## config.mk

```make
export PLATFORM = sky130hd
export DESIGN_NAME = tile_hit_judge_flat
export DESIGN_NICKNAME = d
export VERILOG_FILES = /design/src/rtl/judge_pkg.sv /design/src/rtl/tile_hit_judge_if.sv /design/src/rtl/bcd_counter4.sv /design/src/rtl/tile_hit_judge.sv /design/src/flat_wrapper.sv
export SDC_FILE = /design/constraint.sdc
export NUM_CORES = 1
export LEC_CHECK = 0
export CAP_MARGIN = 10
export CORE_ASPECT_RATIO = 0.9
export CORE_MARGIN = 2
export CORE_UTILIZATION = 47
export CTS_BUF_LIST = sky130_fd_sc_hd__clkbuf_16
export CTS_CLUSTER_DIAMETER = 80
export DETAILED_ROUTE_END_ITERATION = 16
export GPL_TIMING_DRIVEN = 0
export PLACE_DENSITY = 0.76
export REMOVE_ABC_BUFFERS = 1
export SETUP_SLACK_MARGIN = 0.4
export SYNTH_ARGS = -nofsm -noshare
export SYNTH_HDL_FRONTEND = slang
export SYNTH_SLANG_ARGS = --single-unit
```

## constraint.sdc

```tcl
create_clock -name frame_clk -period 4.9 [get_ports frame_clk]
set_input_delay 0.49 -clock frame_clk [delete_from_list [all_inputs] [get_ports frame_clk]]
set_output_delay 0.49 -clock frame_clk [all_outputs]
set_load 0.05 [all_outputs]
```

## src/rtl/judge_pkg.sv

```systemverilog
// Shared types and constants for the tile hit judge: game state, lane keycodes, lane boundaries.
package judge_pkg;

  typedef enum logic [1:0] {
    StIdle,
    StPlay,
    StOver
  } state_e;

  localparam logic [7:0] KeyLane0 = 8'h04;  // A
  localparam logic [7:0] KeyLane1 = 8'h16;  // S
  localparam logic [7:0] KeyLane2 = 8'h07;  // D
  localparam logic [7:0] KeyLane3 = 8'h09;  // F

  localparam logic [9:0] LaneBound1 = 10'd160;
  localparam logic [9:0] LaneBound2 = 10'd320;
  localparam logic [9:0] LaneBound3 = 10'd480;

  function automatic logic [1:0] lane_of_x(input logic [9:0] x);
    if (x < LaneBound1) return 2'd0;
    else if (x < LaneBound2) return 2'd1;
    else if (x < LaneBound3) return 2'd2;
    else return 2'd3;
  endfunction

  function automatic logic is_lane_key(input logic [7:0] key);
    return (key == KeyLane0) || (key == KeyLane1) || (key == KeyLane2) || (key == KeyLane3);
  endfunction

  function automatic logic [1:0] lane_of_key(input logic [7:0] key);
    case (key)
      KeyLane1: return 2'd1;
      KeyLane2: return 2'd2;
      KeyLane3: return 2'd3;
      default:  return 2'd0;
    endcase
  endfunction

endpackage

```

## src/rtl/tile_hit_judge_if.sv

```systemverilog
// Tile/key inputs and score/status outputs of the hit judge, grouped as one bundle.
interface tile_hit_judge_if;
  logic [7:0]  keycode;
  logic [9:0]  TileX;
  logic [9:0]  TileY;
  logic [9:0]  TileS;
  logic [15:0] Score;
  logic [1:0]  Misses;
  logic        HitFlash;
  logic        GameOver;
  logic [1:0]  Lane;

  modport master (
    output keycode, TileX, TileY, TileS,
    input  Score, Misses, HitFlash, GameOver, Lane
  );

  modport slave (
    input  keycode, TileX, TileY, TileS,
    output Score, Misses, HitFlash, GameOver, Lane
  );
endinterface

```

## src/rtl/bcd_counter4.sv

```systemverilog
// Four-digit BCD incrementer that saturates at 9999, with synchronous clear.
module bcd_counter4 (
  input  logic        clk_i,
  input  logic        clr_i,
  input  logic        inc_i,
  output logic [15:0] count_o
);

  logic [15:0] count_q, count_d;
  logic        carry;

  always_comb begin
    count_d = count_q;
    carry   = inc_i && (count_q != 16'h9999);
    for (int i = 0; i < 4; i++) begin
      if (carry) begin
        if (count_q[4*i +: 4] == 4'd9) begin
          count_d[4*i +: 4] = 4'd0;
        end else begin
          count_d[4*i +: 4] = count_q[4*i +: 4] + 4'd1;
          carry = 1'b0;
        end
      end
    end
  end

  always_ff @(posedge clk_i) begin
    if (clr_i) count_q <= 16'h0000;
    else       count_q <= count_d;
  end

  assign count_o = count_q;

endmodule

```

## src/rtl/tile_hit_judge.sv

```systemverilog
// Per-frame hit/miss judge for the falling tile game: score, misses, flash and game-over.
// Optional build macro JUDGE_WRONG_KEY_PENALTY_EN makes a wrong lane-key press cost a miss.
module tile_hit_judge
  import judge_pkg::*;
#(
  parameter int unsigned NUM_LANES    = 4,
  parameter int unsigned HIT_Y_MIN    = 360,
  parameter int unsigned HIT_Y_MAX    = 479,
  parameter int unsigned MAX_MISSES   = 3,
  parameter int unsigned FLASH_FRAMES = 8
) (
  input logic              frame_clk,
  input logic              Reset,
  tile_hit_judge_if.slave  bus
);

  localparam int unsigned FlashW   = $clog2(FLASH_FRAMES + 1);
  localparam logic [9:0]  YMin     = 10'(HIT_Y_MIN);
  localparam logic [9:0]  YMax     = 10'(HIT_Y_MAX);
  localparam logic [1:0]  MaxMiss  = 2'(MAX_MISSES);
  localparam logic [FlashW-1:0] FlashLoad = FlashW'(FLASH_FRAMES);
  localparam logic [FlashW-1:0] FlashOne  = FlashW'(1);

  state_e              state_q, state_d;
  logic [7:0]          key_prev_q, key_prev_d;
  logic                in_win_prev_q, in_win_prev_d;
  logic                pending_q, pending_d;
  logic [1:0]          misses_q, misses_d;
  logic [FlashW-1:0]   flash_cnt_q, flash_cnt_d;
  logic                hit_flash_q, hit_flash_d;
  logic [1:0]          lane_q, lane_d;

  logic [10:0] bottom;
  logic        in_win, entry, press, lane_key, hit, exit_miss, wrong_miss, miss, pending_track;
  logic [1:0]  key_lane, tile_lane;
  logic [15:0] score;

  always_comb begin
    // Carry out of the 10-bit sum means the tile is below the screen, never in the window.
    bottom    = {1'b0, bus.TileY} + {1'b0, bus.TileS};
    in_win    = !bottom[10] && (bottom[9:0] >= YMin) && (bottom[9:0] <= YMax);
    entry     = in_win && !in_win_prev_q;
    press     = (bus.keycode != 8'h00) && (bus.keycode != key_prev_q);
    lane_key  = is_lane_key(bus.keycode);
    key_lane  = lane_of_key(bus.keycode);
    tile_lane = lane_of_x(bus.TileX);
    if (NUM_LANES < 4 && 32'(tile_lane) >= NUM_LANES) tile_lane = 2'(NUM_LANES - 1);

    pending_track = in_win && (pending_q || entry);
    hit       = (state_q == StPlay) && press && lane_key && (key_lane == tile_lane) &&
                in_win && (pending_q || entry);
    exit_miss = (state_q == StPlay) && pending_q && !in_win;
`ifdef JUDGE_WRONG_KEY_PENALTY_EN
    wrong_miss = (state_q == StPlay) && press && lane_key && !hit;
`else
    wrong_miss = 1'b0;
`endif
    miss = exit_miss || wrong_miss;
  end

  always_comb begin
    state_d       = state_q;
    key_prev_d    = bus.keycode;
    in_win_prev_d = in_win;
    pending_d     = pending_q;
    misses_d      = misses_q;
    flash_cnt_d   = flash_cnt_q;
    lane_d        = lane_q;

    unique case (state_q)
      StIdle: begin
        lane_d    = tile_lane;
        pending_d = 1'b0;
        if (press) state_d = StPlay;
      end
      StPlay: begin
        lane_d    = tile_lane;
        pending_d = pending_track && !hit;
        if (miss) misses_d = misses_q + 2'd1;
        if (hit) flash_cnt_d = FlashLoad;
        else if (flash_cnt_q != '0) flash_cnt_d = flash_cnt_q - FlashOne;
        if (misses_d == MaxMiss) state_d = StOver;
      end
      StOver: begin
        pending_d   = 1'b0;
        flash_cnt_d = '0;
      end
      default: state_d = StIdle;
    endcase

    hit_flash_d = (flash_cnt_d != '0) && (state_d != StOver);
  end

  always_ff @(posedge frame_clk) begin
    if (Reset) begin
      state_q       <= StIdle;
      key_prev_q    <= 8'h00;
      in_win_prev_q <= 1'b0;
      pending_q     <= 1'b0;
      misses_q      <= 2'd0;
      flash_cnt_q   <= '0;
      hit_flash_q   <= 1'b0;
      lane_q        <= 2'd0;
    end else begin
      state_q       <= state_d;
      key_prev_q    <= key_prev_d;
      in_win_prev_q <= in_win_prev_d;
      pending_q     <= pending_d;
      misses_q      <= misses_d;
      flash_cnt_q   <= flash_cnt_d;
      hit_flash_q   <= hit_flash_d;
      lane_q        <= lane_d;
    end
  end

  bcd_counter4 u_score (
    .clk_i   (frame_clk),
    .clr_i   (Reset),
    .inc_i   (hit),
    .count_o (score)
  );

  assign bus.Score    = score;
  assign bus.Misses   = misses_q;
  assign bus.HitFlash = hit_flash_q;
  assign bus.GameOver = (state_q == StOver);
  assign bus.Lane     = lane_q;

endmodule

```

## src/flat_wrapper.sv

```systemverilog
// flat-port wrapper written by rule: the top's interface ports become plain ports
module tile_hit_judge_flat import judge_pkg::*;
#(
  parameter int unsigned NUM_LANES    = 4,
  parameter int unsigned HIT_Y_MIN    = 360,
  parameter int unsigned HIT_Y_MAX    = 479,
  parameter int unsigned MAX_MISSES   = 3,
  parameter int unsigned FLASH_FRAMES = 8
)
  (frame_clk, Reset, bus_keycode, bus_TileX, bus_TileY, bus_TileS, bus_Score, bus_Misses, bus_HitFlash, bus_GameOver, bus_Lane);
  tile_hit_judge_if bus_i ();
  input logic frame_clk;
  input logic Reset;
  input wire logic [$bits(bus_i.keycode)-1:0] bus_keycode;
  input wire logic [$bits(bus_i.TileX)-1:0] bus_TileX;
  input wire logic [$bits(bus_i.TileY)-1:0] bus_TileY;
  input wire logic [$bits(bus_i.TileS)-1:0] bus_TileS;
  output wire logic [$bits(bus_i.Score)-1:0] bus_Score;
  output wire logic [$bits(bus_i.Misses)-1:0] bus_Misses;
  output wire logic [$bits(bus_i.HitFlash)-1:0] bus_HitFlash;
  output wire logic [$bits(bus_i.GameOver)-1:0] bus_GameOver;
  output wire logic [$bits(bus_i.Lane)-1:0] bus_Lane;
  assign bus_i.keycode = bus_keycode;
  assign bus_i.TileX = bus_TileX;
  assign bus_i.TileY = bus_TileY;
  assign bus_i.TileS = bus_TileS;
  assign bus_Score = bus_i.Score;
  assign bus_Misses = bus_i.Misses;
  assign bus_HitFlash = bus_i.HitFlash;
  assign bus_GameOver = bus_i.GameOver;
  assign bus_Lane = bus_i.Lane;
  tile_hit_judge #(.NUM_LANES(NUM_LANES), .HIT_Y_MIN(HIT_Y_MIN), .HIT_Y_MAX(HIT_Y_MAX), .MAX_MISSES(MAX_MISSES), .FLASH_FRAMES(FLASH_FRAMES)) u_core (.frame_clk(frame_clk), .Reset(Reset), .bus(bus_i));
endmodule
```

==> flow_metrics.py, run 1 <==
metrics = {
    "critical_path": {
        "ff2ff_path_depth": 8,
        "cp_slowest_cell": "a22oi_4",
        "path_max_fanout": 18,
        "crit_required_ps": 5120,
        "crit_path_frequent_cell": "a211o_1",
        "crit_family": "compound AO/OA/AOI/OAI gates",
        "cpPeakStageDelay_ps": 520,
        "critPathBufInv": 1,
        "cp.depth": 10,
        "path_cells": "clkdlybuf4s50_1 > ha_1 > a211o_1 > a211o_1 > a211oi_1 > o2111ai_1 > a22oi_4 > mux2_2 > o31ai_1 > o221a_1",
        "start_kind": "input port",
        "cp-end-kind": "register",
        "crit_type": "input port to register",
        "arrival_ps": 3890,
    },
    "synth": {
        "synth_seq_cells": 37,
        "synth_ff_type": "dfxtp_1",
        "ys_types": 55,
        "synth.avg_cell_area_um2": 8.21,
        "synth_edf_count": 0,
        "netlist_area_mm2": 0.00257,
        "synth_top_area_share_pct": 28.8,
        "synth_most_common_cell": "dfxtp_1",
        "yosysWarnings": 0,
        "synth_common_cells": "37 x dfxtp_1, 23 x a21oi_1, 19 x nand2_1, 19 x nor2_1, 18 x nor3_1",
        "synth_area_leaders": "dfxtp_1 29%, ha_1 7.8%, a21oi_1 4.5%",
        "yosysSeqAreaShare_pct": 28.8,
        "yosysTopAreaCell": "dfxtp_1",
        "ys_async_sr_fraction_pct": 0,
        "syn_inst": 313,
    },
    "sta": {
        "final-max-slew-violation-count": 0,
        "setup_viol": 0,
        "tightest_slew_ps": 576,
        "hold_viol_final": 0,
        "fmax_mhz": 273,
        "max_slew_margin_pct": 61.3,
        "fin_setup_tns_ps": 0,
        "holdWs_ps": 518,
        "min_period_ps": 3670,
        "period_share_pct": 74.8,
        "rsz0062_at_grt": "false",
        "skew_ps": 4.84,
    },
    "die": {
        "fp.dieW_um": 81.9,
        "die-area_mm2": 0.00607,
        "die_h_um": 74.1,
        "core_area_mm2": 0.00526,
        "start_util_pct": 48.9,
        "boundaryPins": 62,
        "rows": 25,
    },
    "job": {
        "drv_cap": 0,
    },
    "power": {
        "max-vdd-ir-drop_uv": 175,
        "p_int_w": 0.000576,
        "swShare_pct": 27.0,
        "p_seq_share_pct": 39.8,
        "power_frac_comb_pct": 22.3,
        "power_frac_clock_pct": 37.9,
        "leakagePower_nw": 1.26,
        "switching_power_w": 0.000213,
        "power_density_mw_per_mm2": 236,
    },
    "placement": {
        "gp_congestion": 0.852,
        "hpwl_mm": 4.28,
        "numPortBuffers": 56,
    },
    "route": {
        "drc": 0,
        "wl_mm": 5.79,
        "antenna_left": 0,
        "drt_iter0_drc": 117,
        "via_per_inst": 5.60,
        "dr_total_vias": 2449,
        "dr.pass1.iters": 4,
        "routedWlPerCell_um": 13.3,
    },
    "global_route": {
        "grt_pass1_vias": 2180,
        "grt_pass1_wl_mm": 9.49,
        "grt_overflow": 0,
        "grtUsageTotal_pct": 19.5,
        "grt_max_degree": 34,
        "antenna_found_initial": 0,
    },
    "worst_hold_path": {
        "hp-class": "register to register",
        "min_delay_path_depth": 2,
    },
    "cts": {
        "cts_tree": "done",
        "cts.clk_slew.worst_paths_ps": 60,
        "post_cts_resized": 0,
        "hold_buffers": 0,
        "clock_sink_count": 37,
        "htreeDepth": 2,
        "clk_latency_ps": 270,
        "cts_root_buffer": "clkbuf_16",
        "cts_buffers": 5,
        "cts_setup_buffers": 0,
        "cts.path.max_buffers": 2,
    },
    "layout": {
        "layout-drive-gt1-share_pct": 5.41,
        "antenna_cells_inserted": 0,
        "area_growth_pct": 30.2,
        "final_nets": 427,
    },
    "status": {
        "outcome": "finished, final reports clean",
    },
}
[cell type report]
| type | count | area [µm²] |
|---|---|---|
| flip-flops and latches | 37 | 741 |
| clock inverters | 2 | 11.3 |
| well taps | 67 | 83.8 |
| inverters | 16 | 60.1 |
| multi-input cells | 253 | 1730 |
| repair buffers | 57 | 588 |
| fillers | 483 | 1910 |
| clock buffers | 5 | 125 |
[worst register-to-register path, delay by kind of cell, from the launching register on]
| kind | cells | cell delay [ps] |
|---|---|---|
| AO/OA/AOI/OAI | 1 | 160 |
| adder cells (fa/ha/maj) | 1 | 320 |
| buffers and inverters | 1 | 110 |
| flip-flops | 1 | 360 |
| AND/OR/NAND/NOR | 5 | 1490 |
[path summary, 6_finish.rpt]
path                               from                         end  slack [ps]
hold / removal    u_core.flash_cnt_q[2]       u_core.flash_cnt_q[2]         520
setup reg to reg      u_core.state_q[1]  u_core.u_score.count_o[12]        2370
hold reg to reg   u_core.flash_cnt_q[2]       u_core.flash_cnt_q[2]         520
setup / recovery           bus_TileS[1]         u_core.bus.HitFlash        1230
[cell usage in the layout, fill, tap and decap left out, types with 5 or more instances in the layout]
cell type,count
a211o_1,5
a211oi_1,5
a21oi_1,23
a31oi_1,8
and2_1,5
clkbuf_16,5
clkdlybuf4s50_1,56
dfxtp_1,37
ha_1,16
inv_1,16
mux2i_1,7
nand2_1,19
nand2b_1,7
nand3_1,10
nand4_1,5
nor2_1,19
nor2b_1,13
nor3_1,18
nor3b_1,6
o21ai_0,13
or3_1,5
xnor2_1,7
xor2_1,9
[kinds of logic (layout without fill, tap and decap cells)]
logic type,count (synthesis),count (layout),share of synthesized area (%)
adders and majority gates,17,17,8.57
xor gates and xnor gates,16,16,5.46
AOI/OAI and AO/OA,80,80,20.9
and+or+nand+nor,131,131,28.9
DFF,37,37,28.8
muxes,9,9,3.60
buffers and inverters,23,80,3.65
[state kept, by name, indices dropped and copies added (netlist names)]
signal and flops:
u_core.pending_q 1, u_core.bus.HitFlash 1, u_core.bus.Lane 2, u_core.flash_cnt_q 4
u_core.state_q 2, u_core.u_score.count_o 16, u_core.key_prev_q 8, u_core.in_win_prev_q 1
u_core.bus.Misses 2
[through the flow]
stage / cell area (µm²) / total power [W] / utilization (%) / setup slack (ps) / cells
floorplan: 2530 / 0.000429 / - / 1780 / 306
finish: 3340 / 0.000790 / 63.6 / 1230 / 437
CTS: 3320 / 0.000791 / 63.1 / 1240 / 436
global placement: 3180 / 0.000489 / 60.5 / 999 / 429
global route: 3340 / 0.000825 / 63.6 / 1010 / 437
detailed placement: 3180 / 0.000493 / 60.5 / 970 / 429
[power by group through the flow]
stage / Clock [W] / Combinational [W] / Sequential, W
finish: 0.000299 / 0.000176 / 0.000315
global route: 0.000316 / 0.000194 / 0.000315
CTS: 0.000303 / 0.000173 / 0.000315
detailed placement: 0 / 0.000172 / 0.000321
global placement: 0 / 0.000168 / 0.000321
floorplan: 0 / 0.0000988 / 0.000330
[layer usage]
layer | routed length (µm) | up-vias | global-route usage, %
met4 | 80 | 0 | 5.56
met2 | 2680 | 49 | 33.1
li1 | - | 1264 | -
met3 | 190 | 9 | 3.64
met5 | 0 | - | 0
met1 | 2850 | 1127 | 25.3
(Power assumes the default switching activity.)
==> run 2: changes to the inputs <==
CORE_UTILIZATION = 45   (was 47)
clock period = 3.14 ns   (was 4.9 ns; I/O delays follow)
==> flow_metrics.py, run 2 (synthesis results as in run 1) <==
metrics = {
    "sta": {
        "fin_ws_ps": 419,
        "final-max-slew-violation-count": 0,
        "rsz0062_at_grt": "true",
        "hold_viol_final": 0,
        "fmax_mhz": 368,
        "max_slew_margin_pct": 57.0,
        "period_share_pct": 86.7,
        "skew_ps": 4.79,
        "min_period_ps": 2720,
        "holdWs_ps": 512,
        "setup_viol": 0,
        "tightest_slew_ps": 642,
    },
    "cts": {
        "htreeDepth": 2,
        "clock_sink_count": 37,
        "cts_root_buffer": "clkbuf_16",
        "clk_latency_ps": 280,
        "cts.clk_slew.worst_paths_ps": 60,
        "cts_tree": "done",
        "hold_buffers": 0,
        "cts.path.max_buffers": 2,
        "cts_buffers": 5,
    },
    "global_route": {
        "antenna_found_initial": 0,
        "grt_pass1_wl_mm": 10.2,
        "grt_max_degree": 34,
        "grt_overflow": 0,
        "grtUsageTotal_pct": 19.6,
        "grt_pass1_vias": 2413,
    },
    "critical_path": {
        "crit_path_end": "u_core.bus.HitFlash",
        "ff2ff_path_depth": 9,
        "r2r-end": "u_core.u_score.count_o[7]",
        "regToRegStartpoint": "u_core.u_score.count_o[7]",
        "arrival_ps": 2940,
        "cp-end-kind": "register",
        "crit_type": "input port to register",
        "ff2ff_setup_slack_ps": 700,
        "path_max_fanout": 4,
        "crit_start": "bus_TileY[7]",
        "crit_required_ps": 3360,
        "start_kind": "input port",
    },
    "route": {
        "antenna_left": 0,
        "wl_mm": 6.52,
        "via_per_inst": 5.71,
        "dr_total_vias": 2603,
        "drc": 0,
        "route.met3.wl_um": 340,
        "drt_iter0_drc": 107,
        "maxUsedRoutingLayer": "met4",
        "wl_met2_mm": 3.28,
        "routedWlPerCell_um": 14.3,
        "wl_met1_mm": 2.81,
        "dr.pass1.iters": 4,
    },
    "power": {
        "power_density_mw_per_mm2": 378,
        "leakagePower_nw": 1.39,
        "max-vdd-ir-drop_uv": 365,
    },
    "die": {
        "fp.dieW_um": 83.6,
        "core_area_mm2": 0.00560,
        "die-area_mm2": 0.00633,
        "rows": 26,
        "die_h_um": 75.7,
        "start_util_pct": 45.9,
        "boundaryPins": 62,
    },
    "layout": {
        "final_common_cell": "clkdlybuf4s50_1",
        "layout-drive-gt1-share_pct": 17.1,
        "final_cells": 456,
        "fin_area_mm2": 0.00371,
        "largest_reg_flops": 16,
        "area_growth_pct": 44.6,
        "utilization_pct": 66.4,
        "layout_common_cells": "42 x clkdlybuf4s50_1, 37 x dfxtp_1, 21 x a21oi_1, 19 x nand2_1, 19 x nor2_1",
        "final_nets": 442,
        "antenna_cells_inserted": 0,
    },
    "status": {
        "outcome": "finished, final reports clean",
    },
    "placement": {
        "place_area_mm2": 0.00318,
        "pre_cts_ws_ps": -616,
        "gp_congestion": 0.809,
        "hpwl_mm": 4.29,
        "dpl.cell_count": 432,
        "numPortBuffers": 56,
    },
    "worst_hold_path": {
        "hp-class": "register to register",
    },
    "job": {
        "drv_cap": 0,
    },
}
run 2: critical path, stage by stage:
cell and delay [ps]:
clkdlybuf4s50_1 410, ha_2 370, inv_1 80, a2111oi_4 310
a211oi_2 100, a21o_2 210, a22oi_4 310, buf_6 150
mux2_4 310, a31oi_4 180, o221a_1 190
run 2: worst min path at each step:
| stage | start | end | slack (ps) | cells after the start |
|---|---|---|---|---|
| after floorplan | Reset | u_core.bus.Misses[0] | 380 | 1 |
| after global placement | u_core.flash_cnt_q[2] | u_core.flash_cnt_q[2] | 490 | 2 |
| after detailed placement | u_core.u_score.count_o[15] | u_core.u_score.count_o[15] | 500 | 2 |
| after CTS | u_core.u_score.count_o[15] | u_core.u_score.count_o[15] | 510 | 2 |
| after global routing | u_core.u_score.count_o[12] | u_core.u_score.count_o[12] | 560 | 2 |
| final | u_core.u_score.count_o[12] | u_core.u_score.count_o[12] | 510 | 2 |
run 2: final cells by class:
| class | count | area [µm²] |
|---|---|---|
| multi-input cells | 253 | 1970 |
| repair buffers | 72 | 686 |
| clock inverters | 3 | 42.5 |
| clock buffers | 5 | 125 |
| fillers | 460 | 1880 |
| flip-flops and latches | 37 | 741 |
| inverters | 16 | 60.1 |
| well taps | 70 | 87.6 |
run 2: repair_timing:
item | CTS | global route
gates resized for setup | 61 | 24
setup endpoints to repair | 27 | 21
buffers inserted | 12 | 3
pin swaps | 21 | 19
run 2: metrics by stage:
| stage | TNS [ps] | power [W] |
|---|---|---|
| after global routing | 0 | 0.00146 |
| after CTS | 0 | 0.00137 |
| after detailed placement | -7350 | 0.000769 |
| after global placement | -6290 | 0.000763 |
| after floorplan | 0 | 0.000669 |
| final | 0 | 0.00140 |
run 2: metal layers:
| layer | vias up | global-route usage [%] |
|---|---|---|
| met5 | - | 0 |
| met4 | 0 | 6.45 |
| met3 | 12 | 4.23 |
| met2 | 72 | 37.2 |
| met1 | 1227 | 22.3 |
| li1 | 1292 | - |
run 2: where the power goes:
part | switching, W | internal, W | leakage, nW | total [W]
clock network | 0.000190 | 0.000373 | 0.0852 | 0.000562
logic | 0.000179 | 0.000172 | 1.00 | 0.000351
registers | 0.00000860 | 0.000483 | 0.301 | 0.000491
